[config.mk]
export PLATFORM = sky130hd
export DESIGN_NAME = time_keeper
export DESIGN_NICKNAME = d
export VERILOG_FILES = /design/src/rtl/clock_pkg.sv /design/src/rtl/bcd_mod_counter.sv /design/src/rtl/time_keeper.sv
export SDC_FILE = /design/constraint.sdc
export NUM_CORES = 1
export LEC_CHECK = 0
export CORE_MARGIN = 5
export CORE_UTILIZATION = 41
export DETAILED_ROUTE_END_ITERATION = 16
export PLACE_DENSITY = 0.69
export SYNTH_ARGS = -nofsm -noshare
export SYNTH_HDL_FRONTEND = slang
export SYNTH_HIERARCHICAL = 1
export SYNTH_SLANG_ARGS = --single-unit
[constraint.sdc]
create_clock -name clk -period 2.5 [get_ports clk]
set_input_delay 0.75 -clock clk [delete_from_list [all_inputs] [get_ports clk]]
set_output_delay 0.75 -clock clk [all_outputs]
set_load 0.01 [all_outputs]
[src/rtl/clock_pkg.sv]
`default_nettype none
// ============================================================================
// Package : clock_pkg
// Brief   : Mode encodings, BCD width, default maxima and a BCD helper for
//           the time-of-day keeper.
// Rev     : 1.0
// ============================================================================
package clock_pkg;

    localparam int unsigned BCD_W = 8;

    localparam logic [1:0] MODE_RUN     = 2'b00;
    localparam logic [1:0] MODE_SET_HR  = 2'b01;
    localparam logic [1:0] MODE_SET_MIN = 2'b10;

    localparam int unsigned HOURS_MAX_DEF = 23;
    localparam int unsigned MIN_MAX_DEF   = 59;

    // Two-digit decimal value to packed BCD, tens in the upper nibble.
    function automatic logic [BCD_W-1:0] to_bcd(input int unsigned v);
        return BCD_W'((((v / 10) % 10) << 4) | (v % 10));
    endfunction

endpackage : clock_pkg
`default_nettype wire

[src/rtl/bcd_mod_counter.sv]
`default_nettype none
// ============================================================================
// Module : bcd_mod_counter
// Brief  : Two-digit BCD counter that wraps from MAX to 00, with a
//          combinational carry on the wrapping increment.
// Rev    : 1.0
// ============================================================================
module bcd_mod_counter #(
    parameter logic [7:0] MAX = 8'h59
) (
    input  logic       clk,
    input  logic       rst_n,
    input  logic       inc,
    input  logic       clr,
    output logic [7:0] value,
    output logic       carry
);

    logic [7:0] r_value;
    logic [7:0] w_next;
    logic       w_at_max;

    assign w_at_max = (r_value == MAX);
    assign carry    = inc & w_at_max;
    assign value    = r_value;

    always_comb begin
        w_next = r_value;
        if (clr) begin
            w_next = 8'h00;
        end else if (inc) begin
            if (w_at_max) begin
                w_next = 8'h00;
            end else if (r_value[3:0] == 4'd9) begin
                w_next = {r_value[7:4] + 4'd1, 4'd0};
            end else begin
                w_next = {r_value[7:4], r_value[3:0] + 4'd1};
            end
        end
    end

    always_ff @(posedge clk or negedge rst_n) begin
        if (!rst_n) begin
            r_value <= 8'h00;
        end else begin
            r_value <= w_next;
        end
    end

endmodule : bcd_mod_counter
`default_nettype wire

[src/rtl/time_keeper.sv]
`default_nettype none
// ============================================================================
// Module : time_keeper
// Brief  : BCD time of day advanced on rising edges of the divider level,
//          with a RUN / SET_HR / SET_MIN mode FSM for setting the time.
// Rev    : 1.0
// ============================================================================
module time_keeper
    import clock_pkg::*;
#(
    parameter int unsigned HOURS_MAX = HOURS_MAX_DEF,
    parameter int unsigned MIN_MAX   = MIN_MAX_DEF
) (
    input  logic       clk,
    input  logic       rst_n,
    input  logic       tick_src,
    input  logic       en,
    input  logic       mode_btn,
    input  logic       up_btn,
    output logic [7:0] sec_bcd,
    output logic [7:0] min_bcd,
    output logic [7:0] hr_bcd,
    output logic [1:0] mode,
    output logic       sec_tick,
    output logic       day_wrap
);

    localparam logic [7:0] c_hr_max  = to_bcd(HOURS_MAX);
    localparam logic [7:0] c_min_max = to_bcd(MIN_MAX);

    logic [1:0] r_mode;
    logic [1:0] w_mode_next;
    logic       r_tick_d;
    logic       r_sec_tick;
    logic       r_day_wrap;

    logic w_rise;
    logic w_in_run;
    logic w_in_set_hr;
    logic w_in_set_min;
    logic w_up;
    logic w_adv;
    logic w_sec_clr;
    logic w_min_inc;
    logic w_hr_inc;
    logic w_sec_carry;
    logic w_min_carry;
    logic w_hr_carry;

    // tick_src already lives in the clk domain, so a single delay suffices.
    assign w_rise = tick_src & ~r_tick_d;

    always_ff @(posedge clk or negedge rst_n) begin
        if (!rst_n) begin
            r_mode <= MODE_RUN;
        end else begin
            r_mode <= w_mode_next;
        end
    end

    always_comb begin
        w_mode_next = r_mode;
        case (r_mode)
            MODE_RUN:     if (mode_btn) w_mode_next = MODE_SET_HR;
            MODE_SET_HR:  if (mode_btn) w_mode_next = MODE_SET_MIN;
            MODE_SET_MIN: if (mode_btn) w_mode_next = MODE_RUN;
            default:      w_mode_next = MODE_RUN;
        endcase
    end

    always_comb begin
        w_in_run     = (r_mode == MODE_RUN);
        w_in_set_hr  = (r_mode == MODE_SET_HR);
        w_in_set_min = (r_mode == MODE_SET_MIN);
        // A mode press in the same cycle swallows the up press.
        w_up         = up_btn & ~mode_btn;
        w_adv        = w_rise & en & w_in_run;
        w_sec_clr    = w_in_set_min & mode_btn;
    end

    // Carries only ripple from a real advance; set-mode increments stay local.
    assign w_min_inc = w_sec_carry | (w_in_set_min & w_up);
    assign w_hr_inc  = (w_sec_carry & w_min_carry) | (w_in_set_hr & w_up);

    bcd_mod_counter #(.MAX(c_min_max)) u_sec (
        .clk   (clk),
        .rst_n (rst_n),
        .inc   (w_adv),
        .clr   (w_sec_clr),
        .value (sec_bcd),
        .carry (w_sec_carry)
    );

    bcd_mod_counter #(.MAX(c_min_max)) u_min (
        .clk   (clk),
        .rst_n (rst_n),
        .inc   (w_min_inc),
        .clr   (1'b0),
        .value (min_bcd),
        .carry (w_min_carry)
    );

    bcd_mod_counter #(.MAX(c_hr_max)) u_hr (
        .clk   (clk),
        .rst_n (rst_n),
        .inc   (w_hr_inc),
        .clr   (1'b0),
        .value (hr_bcd),
        .carry (w_hr_carry)
    );

    always_ff @(posedge clk or negedge rst_n) begin
        if (!rst_n) begin
            r_tick_d   <= 1'b0;
            r_sec_tick <= 1'b0;
            r_day_wrap <= 1'b0;
        end else begin
            r_tick_d   <= tick_src;
            r_sec_tick <= w_adv;
            r_day_wrap <= w_sec_carry & w_min_carry & w_hr_carry;
        end
    end

    assign mode     = r_mode;
    assign sec_tick = r_sec_tick;
    assign day_wrap = r_day_wrap;

endmodule : time_keeper
`default_nettype wire

After elaboration in Yosys (flattened, before gate mapping)
Index checks and enable logic that the tools add are counted. W data, S select, Z words.

$add $sub $neg: 6. Eq/ne operators: 11. Multiplexer cells: 12. Bitwise operators: 16. Reduce and logical (&&, ||, !) cells: 9.

Operator list (count): $mux W8 (8); $add A4 B1 Y4 const B (6); $eq A8 B7 Y1 const B (2); $and A1 B1 Y1 (12); $eq A4 B4 Y1 const B (3); $eq A8 B6 Y1 const B (1); $mux W2 (3); $ne A2 B2 Y1 const B (3); $pmux W2 S3 (1); $reduce_and A2 Y1 (3); $reduce_bool A2 Y1 (3); $reduce_and A3 Y1 (1); $reduce_bool A3 Y1 (1); $eq A2 B1 Y1 const B (1); $eq A2 B2 Y1 const B (1); $logic_not A2 Y1 (1); $not A1 Y1 (2); $or A1 B1 Y1 (2).

Bits in registers: 29. Bits of input ports: 6. Output and inout port bits: 28. Logic and storage cells: 64.

Longest topological paths before layout
Gate-level depths: netlist of run 1.

Word-level depth: 11. Depth in mapped cells: 13. Gate-level depth less buffers: 12.

Modules after synthesis
The synthesis of run 1 kept the hierarchy.

By module, submodules not included: bcd_mod_counter at u_hr (instances 1, cells an instance 53, area an instance 508.0 um^2, sequential area each 200.2 um^2); bcd_mod_counter at u_sec (instances 1, cells an instance 50, area an instance 486.7 um^2, sequential area each 200.2 um^2); bcd_mod_counter at u_min (instances 1, cells an instance 47, area an instance 471.7 um^2, sequential area each 200.2 um^2); time_keeper (instances 1, cells an instance 21, area an instance 221.5 um^2, sequential area each 125.1 um^2).

Worst setup path after synthesis of run 1
OpenSTA, ideal clock, no wires.

Kind: input to register. Start point: in tick_src. End point: reg u_hr.r_value[2] (netlist: u_hr/value[2]). Library setup time: 101 ps. Arrival time: 2751 ps. Data required time: 2399 ps. Setup slack: -352 ps. Stages: 12. Path buffers: 1. Path through: and4b_1 nand4b_2 nor2_1 o21bai_1 nand4b_2 nor2_1 nand2_1 o21ai_1 buf_2 nand2_1 mux2_2 o32ai_1.

Word-level cells in the longest chain between the ends: 8.

RTL lines: start, declared (line time_keeper.sv:16) `input logic tick_src,`; $and A1 B1 Y1 (line time_keeper.sv:51) `assign w_rise = tick_src & ~r_tick_d;`; $and A1 B1 Y1 (2 in a row) (line time_keeper.sv:77) `w_adv = w_rise & en & w_in_run;`; $and A1 B1 Y1 (line bcd_mod_counter.sv:24) `assign carry = inc & w_at_max;`; net w_sec_carry (line time_keeper.sv:46) `logic w_sec_carry;`; $or A1 B1 Y1 (line time_keeper.sv:82) `assign w_min_inc = w_sec_carry | (w_in_set_min & w_up);`; net w_min_inc (line time_keeper.sv:44) `logic w_min_inc;`; $and A1 B1 Y1 (line bcd_mod_counter.sv:24); net w_min_carry (line time_keeper.sv:47) `logic w_min_carry;`; $and A1 B1 Y1 (line time_keeper.sv:83) `assign w_hr_inc = (w_sec_carry & w_min_carry) | (w_in_set_hr & w_up);`; $or A1 B1 Y1 (line time_keeper.sv:83); net w_hr_inc (line time_keeper.sv:45) `logic w_hr_inc;`; end signal, assigned (line bcd_mod_counter.sv:46) `r_value <= w_next;`; end, declared (line bcd_mod_counter.sv:19) `logic [7:0] r_value;`.

The timed path passes the listed nets, and every way through them passes these cells. A chain may end at the register's enable or synchronous reset.

Worst setup path after layout of run 1
Start point: in mode_btn. End point: reg u_hr.r_value[7] (netlist: u_hr/value[7]).

Word-level cells in the longest chain between the ends: 8. Elaborated cells between the ends (all ways): 9. Those cells by class: 8 x bitwise; 1 x reduce/logical.

RTL lines: start, declared (line time_keeper.sv:18) `input logic mode_btn,`; $not A1 Y1 (line time_keeper.sv:76) `w_up = up_btn & ~mode_btn;`; $and A1 B1 Y1 (line time_keeper.sv:76); $and A1 B1 Y1 (line time_keeper.sv:82); $or A1 B1 Y1 (line time_keeper.sv:82); net w_min_inc (line time_keeper.sv:44); $and A1 B1 Y1 (line bcd_mod_counter.sv:24); net w_min_carry (line time_keeper.sv:47); $and A1 B1 Y1 (line time_keeper.sv:83); $or A1 B1 Y1 (line time_keeper.sv:83); net w_hr_inc (line time_keeper.sv:45); $reduce_and A2 Y1 (no line).

The timed path passes the listed nets, and every way through them passes these cells.

==> impl_metrics.env, run 1 <==
export IMPL_cts_htree_levels=2
export IMPL_area_growth_synth_to_final_pct=40.7
export IMPL_critPathKind="in -> reg"
export IMPL_start_util=0.422
export IMPL_dp_cells=275
export IMPL_grt_max_degree=30
export IMPL_max_freq_ghz=0.413
export IMPL_dp_hpwl_mm=2.96
export IMPL_ant_nets=0
export IMPL_yosys_top_cells_area="dfrtp_1 43%, ha_1 8.9%, nand3b_1 4.9%, nand2b_1 3.3%, nor2_1 3.1%"
export IMPL_vias_per_cell=5.34
export IMPL_numCtsBuffers=5
export IMPL_synth_edf_count=0
export IMPL_dr_pass1_iters=4
export IMPL_fin_ws_ps=76.7
export IMPL_cts_sinks=29
export IMPL_syn_area_per_cell_um2=9.87
export IMPL_die_area_um2=5500
export IMPL_finalClockSkew_ps=3.88
export IMPL_drt_wl_total_mm=4.01
export IMPL_synth_ff_type="dfrtp_1"
export IMPL_grt_pass1_vias=1557
export IMPL_row_count=23
export IMPL_clock_path_buffers=2
export IMPL_startpoint_type="primary input"
export IMPL_powerDensity_nw_per_um2=559
export IMPL_max_cap_viol_count=0
export IMPL_cts_root_buf="clkbuf_8"
export IMPL_crit_family="simple AND/OR/NAND/NOR gates"
export IMPL_ys_async_sr_fraction=1.00
export IMPL_place_gp_congestion=0.818
export IMPL_post_synth_num_cell_types=43
export IMPL_clkSlewWorstSetupHoldPaths_ps=60
export IMPL_nets=252
export IMPL_drt_iter0_drc=54
export IMPL_yosysSeqAreaShare=0.430
export IMPL_wire_per_inst_um=14.1
export IMPL_dieWidth_um=74.2
export IMPL_instances_no_fill=285
export IMPL_cpPeakStageDelay_ps=450
export IMPL_grt_pass1_wl_mm=6.81
export IMPL_regArea_um2=726
export IMPL_cp_end_kind="register"
export IMPL_pre_cts_ws_ps=-641
export IMPL_cts_tree="done"
export IMPL_cp_cell_sequence="clkdlybuf4s50_1, nand2b_4, o21bai_4, nand4b_4, nor2_2, nand2_1, o21ai_2, and4b_2, nand4_1, mux2_4"
export IMPL_totalPowerFinal_w=0.00133
export IMPL_grt_antenna_before_repair=0
export IMPL_worstPathRequired_ps=2670
export IMPL_drcViolationCount=0
export IMPL_worst_ir_drop_vdd_uv=470
export IMPL_synth_top_area_frac=0.430
export IMPL_period_share=0.969
export IMPL_syn_cell_area_um2=1690
export IMPL_pin_count=34
export IMPL_netlist_instances=171
export IMPL_num_antenna_cells=0
export IMPL_leakagePower_nw=1.09
export IMPL_track_usage=0.160
export IMPL_final_core_util=0.594
export IMPL_core_um2=4000
export IMPL_drv_slew=0
export IMPL_multi_input_area_um2=1010
export IMPL_worstSkewPairLatency_ps=280
export IMPL_hold_buffers=0
export IMPL_overflow=0
export IMPL_cp_max_fo=3
export IMPL_hold_path_class="reg -> reg"
export IMPL_fin_crit_ps=2420
export IMPL_slowest_stage="clkdlybuf4s50_1"
export IMPL_synth_seq_cells=29
export IMPL_vias=1523
export IMPL_status="completed"
export IMPL_fin_hold_ws_ps=576
export IMPL_arrival_ps=2590
export IMPL_io_buffers=33
export IMPL_synth_top_area_cell="dfrtp_1"
export IMPL_drive_gt1_frac=0.191
export IMPL_critPathBufInv=1
export IMPL_hold_viol=0
export IMPL_yosysWarnings=6
export IMPL_num_fill_cells=357
export IMPL_die_h_um=74.2
export IMPL_setup_viol=0
-- where the power goes --
part / total [W] / switching (W) / internal [W]
Clock: 0.000367 / 0.000175 / 0.000192
Sequential: 0.000551 / 0.0000374 / 0.000514
Combinational: 0.000410 / 0.000198 / 0.000212
-- Yosys cell counts (all sizes together) (2+ instances only) --
master  count
dfrtp      29
nor2       14
ha         12
nand2      12
nand3b     11
a21oi      10
nand2b     10
o21ai       8
inv         7
nor2b       6
and4b       5
nand3       4
o31ai       3
o32ai       3
a211o       2
a32o        2
and3        2
buf         2
clkbuf      2
mux2        2
nand4       2
nand4b      2
o22ai       2
or2b        2
or4         2
-- kinds of logic (layout without fill, tap and decap cells) --
logic type,after synthesis,in the layout,synth area share
compound gates,37,37,0.145
xor+xnor,2,2,0.0104
fa+ha+maj,12,12,0.0890
buf+inv,11,68,0.0259
flops,29,29,0.430
mux,2,2,0.0133
other cells,1,8,0.00222
simple gates,77,77,0.284
-- final timing paths --
path                                start        endpoint  slack (ps)  cells after the start
max in group asynchronous           rst_n   u_hr/value[5]        1350                      2
max reg2reg                       mode[1]   u_hr/value[7]         140                     12
min reg2reg                u_sec/value[4]  u_sec/value[4]         580                      1
max                              mode_btn   u_hr/value[7]          80                     10
min in group asynchronous           rst_n   u_hr/value[1]         860                      2
min                        u_sec/value[4]  u_sec/value[4]         580                      1
-- metal layers --
layer  up-vias  track usage  wire length (um)
li1        738            -                 -
met1       741        0.191              1730
met2        36        0.272              2010
met3         8       0.0500               207
met4         0       0.0604                73
met5         -            0                 0
-- repair_timing --
| action | CTS | global route |
|---|---|---|
| gates resized for setup | 11 | 2 |
| pin swaps | 5 | 4 |
| endpoints found under the setup margin | 10 | 5 |
| buffers inserted | 2 | 0 |
| gates cloned | 0 | 0 |
| hold endpoints to repair | 0 | 0 |
-- layout by cell type, fill, tap and decap left out, drive strengths merged, types with 3 or more instances in the layout --
cell type and count:
clkdlybuf4s50 31, dfrtp 29, buf 22, nor2 14, nand2 12, ha 12
nand3b 11, a21oi 10, nand2b 10, conb 8, o21ai 8, inv 7
nor2b 6, clkbuf 6, and4b 5, nand3 4, o31ai 3, o32ai 3
-- sequential cells by signal, indices dropped and copies added (netlist names) --
name and flops:
u_hr/value 8, u_min/value 8, u_sec/value 8, mode 2
day_wrap 1, r_tick_d 1, sec_tick 1
-- layout make-up --
| type | instances | share of cell area |
|---|---|---|
| clock buffers | 6 | 0.0306 |
| well taps | 50 | 0.0263 |
| flip-flops and latches | 29 | 0.306 |
| repair buffers | 53 | 0.198 |
| inverters | 7 | 0.0111 |
| multi-input cells | 138 | 0.424 |
| clock inverters | 2 | 0.00421 |
-- stage by stage --
step	area, um2	TNS (ps)
detailed placement	2260	-5880
finish	2370	0
global route	2370	-3.05
floorplan	1750	-295
CTS	2360	0
global placement	2260	-4470
Power figures use the tool's default switching activity.
==> run 2: changes to the inputs <==
--- a/config.mk
+++ b/config.mk
@@ -8,8 +8,10 @@
 export CORE_MARGIN = 5
 export CORE_UTILIZATION = 41
 export DETAILED_ROUTE_END_ITERATION = 16
-export PLACE_DENSITY = 0.69
+export MAX_ROUTING_LAYER = met4
+export PLACE_DENSITY = 0.7
 export SYNTH_ARGS = -nofsm -noshare
 export SYNTH_HDL_FRONTEND = slang
 export SYNTH_HIERARCHICAL = 1
 export SYNTH_SLANG_ARGS = --single-unit
+export TNS_END_PERCENT = 5
==> run 2 against run 1 <==
  * Routed wire length shrank 1.0%
  * Cell count grew 2.1%
  * Sequential share of layout area shrank 0.68 points
  * Critical path type unchanged
  * Critical endpoint unchanged
  * First-iteration DRC count shrank 22%
==> impl_metrics.env, run 2 (synthesis results as in run 1) <==
export IMPL_grt_max_degree=30
export IMPL_period_share=0.952
export IMPL_dp_cells=276
export IMPL_dieWidth_um=74.2
export IMPL_r2r_setup_slack_ps=180
export IMPL_cts_root_buf="clkbuf_8"
export IMPL_area_growth_synth_to_final_pct=43.9
export IMPL_die_area_um2=5500
export IMPL_power_frac_comb=0.306
export IMPL_multi_input_area_um2=1000
export IMPL_cp_max_fo=3
export IMPL_regArea_um2=726
export IMPL_critPathKind="in -> reg"
export IMPL_dp_hpwl_mm=2.81
export IMPL_finalClockSkew_ps=2.29
export IMPL_grt_pass1_vias=1496
export IMPL_totalPowerFinal_w=0.00136
export IMPL_drt_wl_total_mm=3.97
export IMPL_final_cell_mix="31 x clkdlybuf4s50_1, 29 x dfrtp_1, 27 x buf_4"
export IMPL_p_int_w=0.000948
export IMPL_clock_path_buffers=2
export IMPL_fin_crit_ps=2380
export IMPL_worstSkewPairLatency_ps=280
export IMPL_cts_tree="done"
export IMPL_layout_commonest_cell="clkdlybuf4s50_1"
export IMPL_instances_no_fill=291
export IMPL_powerDensity_nw_per_um2=561
export IMPL_max_freq_ghz=0.420
export IMPL_placed_area_um2=2260
export IMPL_setup_viol=0
export IMPL_nets=259
export IMPL_worstPathRequired_ps=2670
export IMPL_leakagePower_nw=1.13
export IMPL_hold_path_class="reg -> reg"
export IMPL_startpoint_type="primary input"
export IMPL_cts_htree_levels=2
export IMPL_track_usage=0.165
export IMPL_final_area_um2=2430
export IMPL_ant_nets=0
export IMPL_clkPwrFrac=0.290
export IMPL_pin_count=34
export IMPL_vias_per_cell=5.22
export IMPL_start_util=0.422
export IMPL_grt_pass1_wl_mm=6.76
export IMPL_core_um2=4000
export IMPL_die_h_um=74.2
export IMPL_place_gp_congestion=0.789
export IMPL_dr_pass1_iters=4
export IMPL_worst_ir_drop_vdd_uv=355
export IMPL_cts_sinks=29
export IMPL_row_count=23
export IMPL_drive_gt1_frac=0.207
export IMPL_wire_per_inst_um=13.6
export IMPL_overflow=0
export IMPL_io_buffers=33
export IMPL_num_fill_cells=361
export IMPL_numCtsBuffers=5
export IMPL_max_cap_viol_count=0
export IMPL_clkSlewWorstSetupHoldPaths_ps=60
export IMPL_drcViolationCount=0
export IMPL_p_sw_frac=0.304
export IMPL_drv_slew=0
export IMPL_pwr_share_seq=0.404
export IMPL_status="completed"
export IMPL_arrival_ps=2550
export IMPL_power_switching_w=0.000414
export IMPL_num_antenna_cells=0
export IMPL_drt_iter0_drc=42
export IMPL_cp_end_kind="register"
export IMPL_grt_antenna_before_repair=0
export IMPL_hold_viol=0
export IMPL_vias=1518
==> run 2: per-stage QoR <==
step | TNS (ps) | hold WS [ps] | utilization | setup WS, ps
2_1_floorplan | -300 | 454 | - | -145
6_report | 0 | 558 | 0.607 | 121
3_5_place_dp | -5370 | 553 | 0.566 | -586
5_1_grt | -4.24 | 574 | 0.607 | -4.24
3_3_place_gp | -4490 | 557 | 0.566 | -514
4_1_cts | 0 | 562 | 0.599 | 11.3
==> run 2: path summary, 6_finish.rpt <==
kind / start / endpoint / cells after the start
worst min register to register: mode[1] / mode[0] / 2
worst max-delay path: mode_btn / u_hr/value[7] / 10
max in group asynchronous: rst_n / u_min/value[1] / 2
min in group asynchronous: rst_n / u_hr/value[0] / 2
worst max register to register: u_sec/value[5] / u_hr/value[7] / 12
worst min-delay path: mode[1] / mode[0] / 2
==> run 2: power by group through the flow <==
stage	clock network (W)	logic [W]	registers, W
3_3_place_gp	0	0.000403	0.000560
2_1_floorplan	0	0.000159	0.000599
6_report	0.000395	0.000417	0.000550
5_1_grt	0.000421	0.000460	0.000561
4_1_cts	0.000404	0.000415	0.000551
3_5_place_dp	0	0.000407	0.000559
==> run 2: final cells by class <==
class                   count  area share
clock buffers               7      0.0355
inverters                   7      0.0108
multi-input cells         138       0.414
well taps                  50      0.0258
flip-flops and latches     29       0.299
repair buffers             60       0.215
==> run 2: metal layers <==
metal  up-vias  track usage  share of wire
li1        753            -              -
met1       724        0.203           0.46
met2        34        0.261           0.48
met3         7       0.0446          0.049
met4         0       0.0604          0.016
met5         -            -              0
==> run 2: worst max-delay path: stages <==
cell and delay, ps:
clkdlybuf4s50_1 420, nand2b_4 170, o21bai_4 150, nand4b_4 140, nor2_4 110, nand2_1 70
o21ai_2 60, and4b_2 260, nand4_1 120, mux2_4 320
==> run 2: repair_timing <==
action                                  4_1_cts  5_1_grt
hold buffers                                  0        0
pin swaps                                     6        5
buffers inserted                              5        3
endpoints found under the setup margin       10        6
resized for setup                             8        4
==> run 3: changes to the inputs <==
--- a/config.mk
+++ b/config.mk
@@ -5,6 +5,7 @@
 export SDC_FILE = /design/constraint.sdc
 export NUM_CORES = 1
 export LEC_CHECK = 0
+export CORE_ASPECT_RATIO = 1.25
 export CORE_MARGIN = 5
 export CORE_UTILIZATION = 41
 export DETAILED_ROUTE_END_ITERATION = 16
==> constraint.sdc (replaced) <==
create_clock -name clk -period 2.5 [get_ports clk]
set_input_delay 0.625 -clock clk [delete_from_list [all_inputs] [get_ports clk]]
set_output_delay 0.625 -clock clk [all_outputs]
set_load 0.01 [all_outputs]
==> run 3 against run 2 <==
  * Setup slack got worse by 11 ps
  * Die area rose by 0.15%
  * Non-clock buffer count down 5
  * Via count down 2.2%
  * Critical path depth rose by 2
  * Hold slack better by 20 ps
  * Sequential share of layout area is 0.34 points higher
  * Total power is 2.5% lower
  * Clock skew is 3.1 ps higher
  * Largest cell class unchanged
  * Largest power group unchanged
  * Highest routed layer unchanged
==> impl_metrics.env, run 3 (synthesis results as in run 1) <==
export IMPL_status="completed"
export IMPL_die_area_um2=5510
export IMPL_nets=254
export IMPL_area_growth_synth_to_final_pct=42.3
export IMPL_timing_setup_tns_ps=0
export IMPL_drive_gt1_frac=0.178
export IMPL_crit_family="simple AND/OR/NAND/NOR gates"
export IMPL_drcViolationCount=0
export IMPL_ant_nets=0
export IMPL_dp_hpwl_mm=2.63
export IMPL_pin_count=34
export IMPL_num_antenna_cells=0
export IMPL_row_count=26
export IMPL_fin_crit_ps=2390
export IMPL_finalClockSkew_ps=5.40
export IMPL_grt_antenna_before_repair=0
export IMPL_grt_max_degree=30
export IMPL_cts_htree_levels=2
export IMPL_final_core_util=0.595
export IMPL_cp_max_fo=2
export IMPL_dp_cells=280
export IMPL_worstReg2RegEnd="u_hr/value[7]"
export IMPL_min_path_cells=1
export IMPL_critPathKind="in -> reg"
export IMPL_startpoint_type="primary input"
export IMPL_powerDensity_nw_per_um2=554
export IMPL_layout_commonest_cell="clkdlybuf4s50_1"
export IMPL_dieWidth_um=67.4
export IMPL_io_buffers=33
export IMPL_max_freq_ghz=0.418
export IMPL_hold_viol=0
export IMPL_start_util=0.418
export IMPL_worst_ir_drop_vdd_uv=406
export IMPL_cts_tree="done"
export IMPL_clkSlewWorstSetupHoldPaths_ps=60
export IMPL_dr_pass1_iters=4
export IMPL_wire_per_inst_um=12.6
export IMPL_r2r_cells=11
export IMPL_core_um2=4030
export IMPL_numCtsBuffers=5
export IMPL_overflow=0
export IMPL_final_cell_mix="31 x clkdlybuf4s50_1, 29 x dfrtp_1, 22 x buf_4"
export IMPL_drv_slew=0
export IMPL_die_h_um=81.7
export IMPL_place_gp_congestion=0.785
export IMPL_clock_path_buffers=2
export IMPL_grt_pass1_vias=1461
export IMPL_setup_viol=0
export IMPL_period_share=0.956
export IMPL_instances_no_fill=292
export IMPL_placed_area_um2=2260
export IMPL_vias_per_cell=5.08
export IMPL_hold_path_class="reg -> reg"
export IMPL_worstPathRequired_ps=2660
export IMPL_max_cap_viol_count=0
export IMPL_critPathBufInv=1
export IMPL_track_usage=0.155
export IMPL_leakagePower_nw=1.09
export IMPL_fin_hold_ws_ps=577
export IMPL_arrival_ps=2550
export IMPL_r2r_setup_slack_ps=140
export IMPL_timing_rr_start="u_sec/value[0]"
export IMPL_vias=1484
export IMPL_cp_end_kind="register"
export IMPL_cpPeakStageDelay_ps=320
export IMPL_cp_cell_sequence="dlygate4sd2_1, and4b_2, nand4b_4, nor2_4, o21bai_4, nand4b_4, nor2_4, nand2_1, o21ai_1, and4b_2, nand4_1, mux2_4"
export IMPL_hold_end="u_min/value[4]"
export IMPL_cts_root_buf="clkbuf_8"
export IMPL_cts_sinks=29
export IMPL_final_area_um2=2400
export IMPL_worstSkewPairLatency_ps=280
export IMPL_slowest_stage="mux2_4"
export IMPL_drt_wl_total_mm=3.68
export IMPL_min_delay_start="u_min/value[4]"
export IMPL_grt_pass1_wl_mm=6.40
export IMPL_drt_iter0_drc=62
run 3: changes by cell type in the layout (fill, tap and decap cells not counted), sizes merged:
cell,delta
buf,-6
dlygate4sd2,+2
clkbuf,-1
run 3: per-stage QoR:
stage | setup slack (ps) | power, W
3_3_place_gp | -400 | 0.000946
5_1_grt | -4.53 | 0.00141
4_1_cts | 72.4 | 0.00135
6_report | 110 | 0.00133
3_5_place_dp | -484 | 0.000950
2_1_floorplan | -19.9 | 0.000757
run 3: area by class of cell:
class,instances,area (um2)
multi-input combinational,138,1000
clock buffer,7,86.3
timing repair buffer,55,493
sequential,29,726
fill,390,1630
tap,56,70.1
inverter,7,26.3
run 3: how the worst max path moves through the flow:
stage / from / to / slack (ps) / depth (start not counted)
6_report: tick_src / u_hr/value[7] / 110 / 12
3_5_place_dp: tick_src / u_hr/value[7] / -480 / 12
2_1_floorplan: en / u_hr/value[7] / -20 / 11
5_1_grt: tick_src / u_hr/value[7] / -5 / 12
3_3_place_gp: tick_src / u_hr/value[7] / -400 / 12
4_1_cts: tick_src / u_hr/value[7] / 70 / 12
run 3: where the power goes:
part	switching [W]	internal [W]	total (W)
logic	0.000181	0.000207	0.000387
registers	0.0000459	0.000514	0.000560
clock network	0.000165	0.000218	0.000382
total	0.000391	0.000938	0.00133
run 3: worst reg2reg max path, delay by kind of cell, from the launching register on:
family	cells	cell delay (ps)
AOI/OAI and AO/OA	2	240
adders and majority gates	1	310
DFF	1	440
muxes	1	320
and+or+nand+nor	7	930
run 3: routing by layer:
metal,GRT usage,up-vias,share of wire
met3,0.0451,5,0.039
met2,0.248,32,0.47
li1,-,744,-
met1,0.189,703,0.48
met5,-,-,0
met4,0.0467,0,0.011
run 3: repair_timing:
item | in CTS | in global routing
buffers inserted | 4 | 1
hold buffers | 0 | 0
pin swaps | 5 | 4
endpoints found under the setup margin | 6 | 6
gates resized for setup | 4 | 3
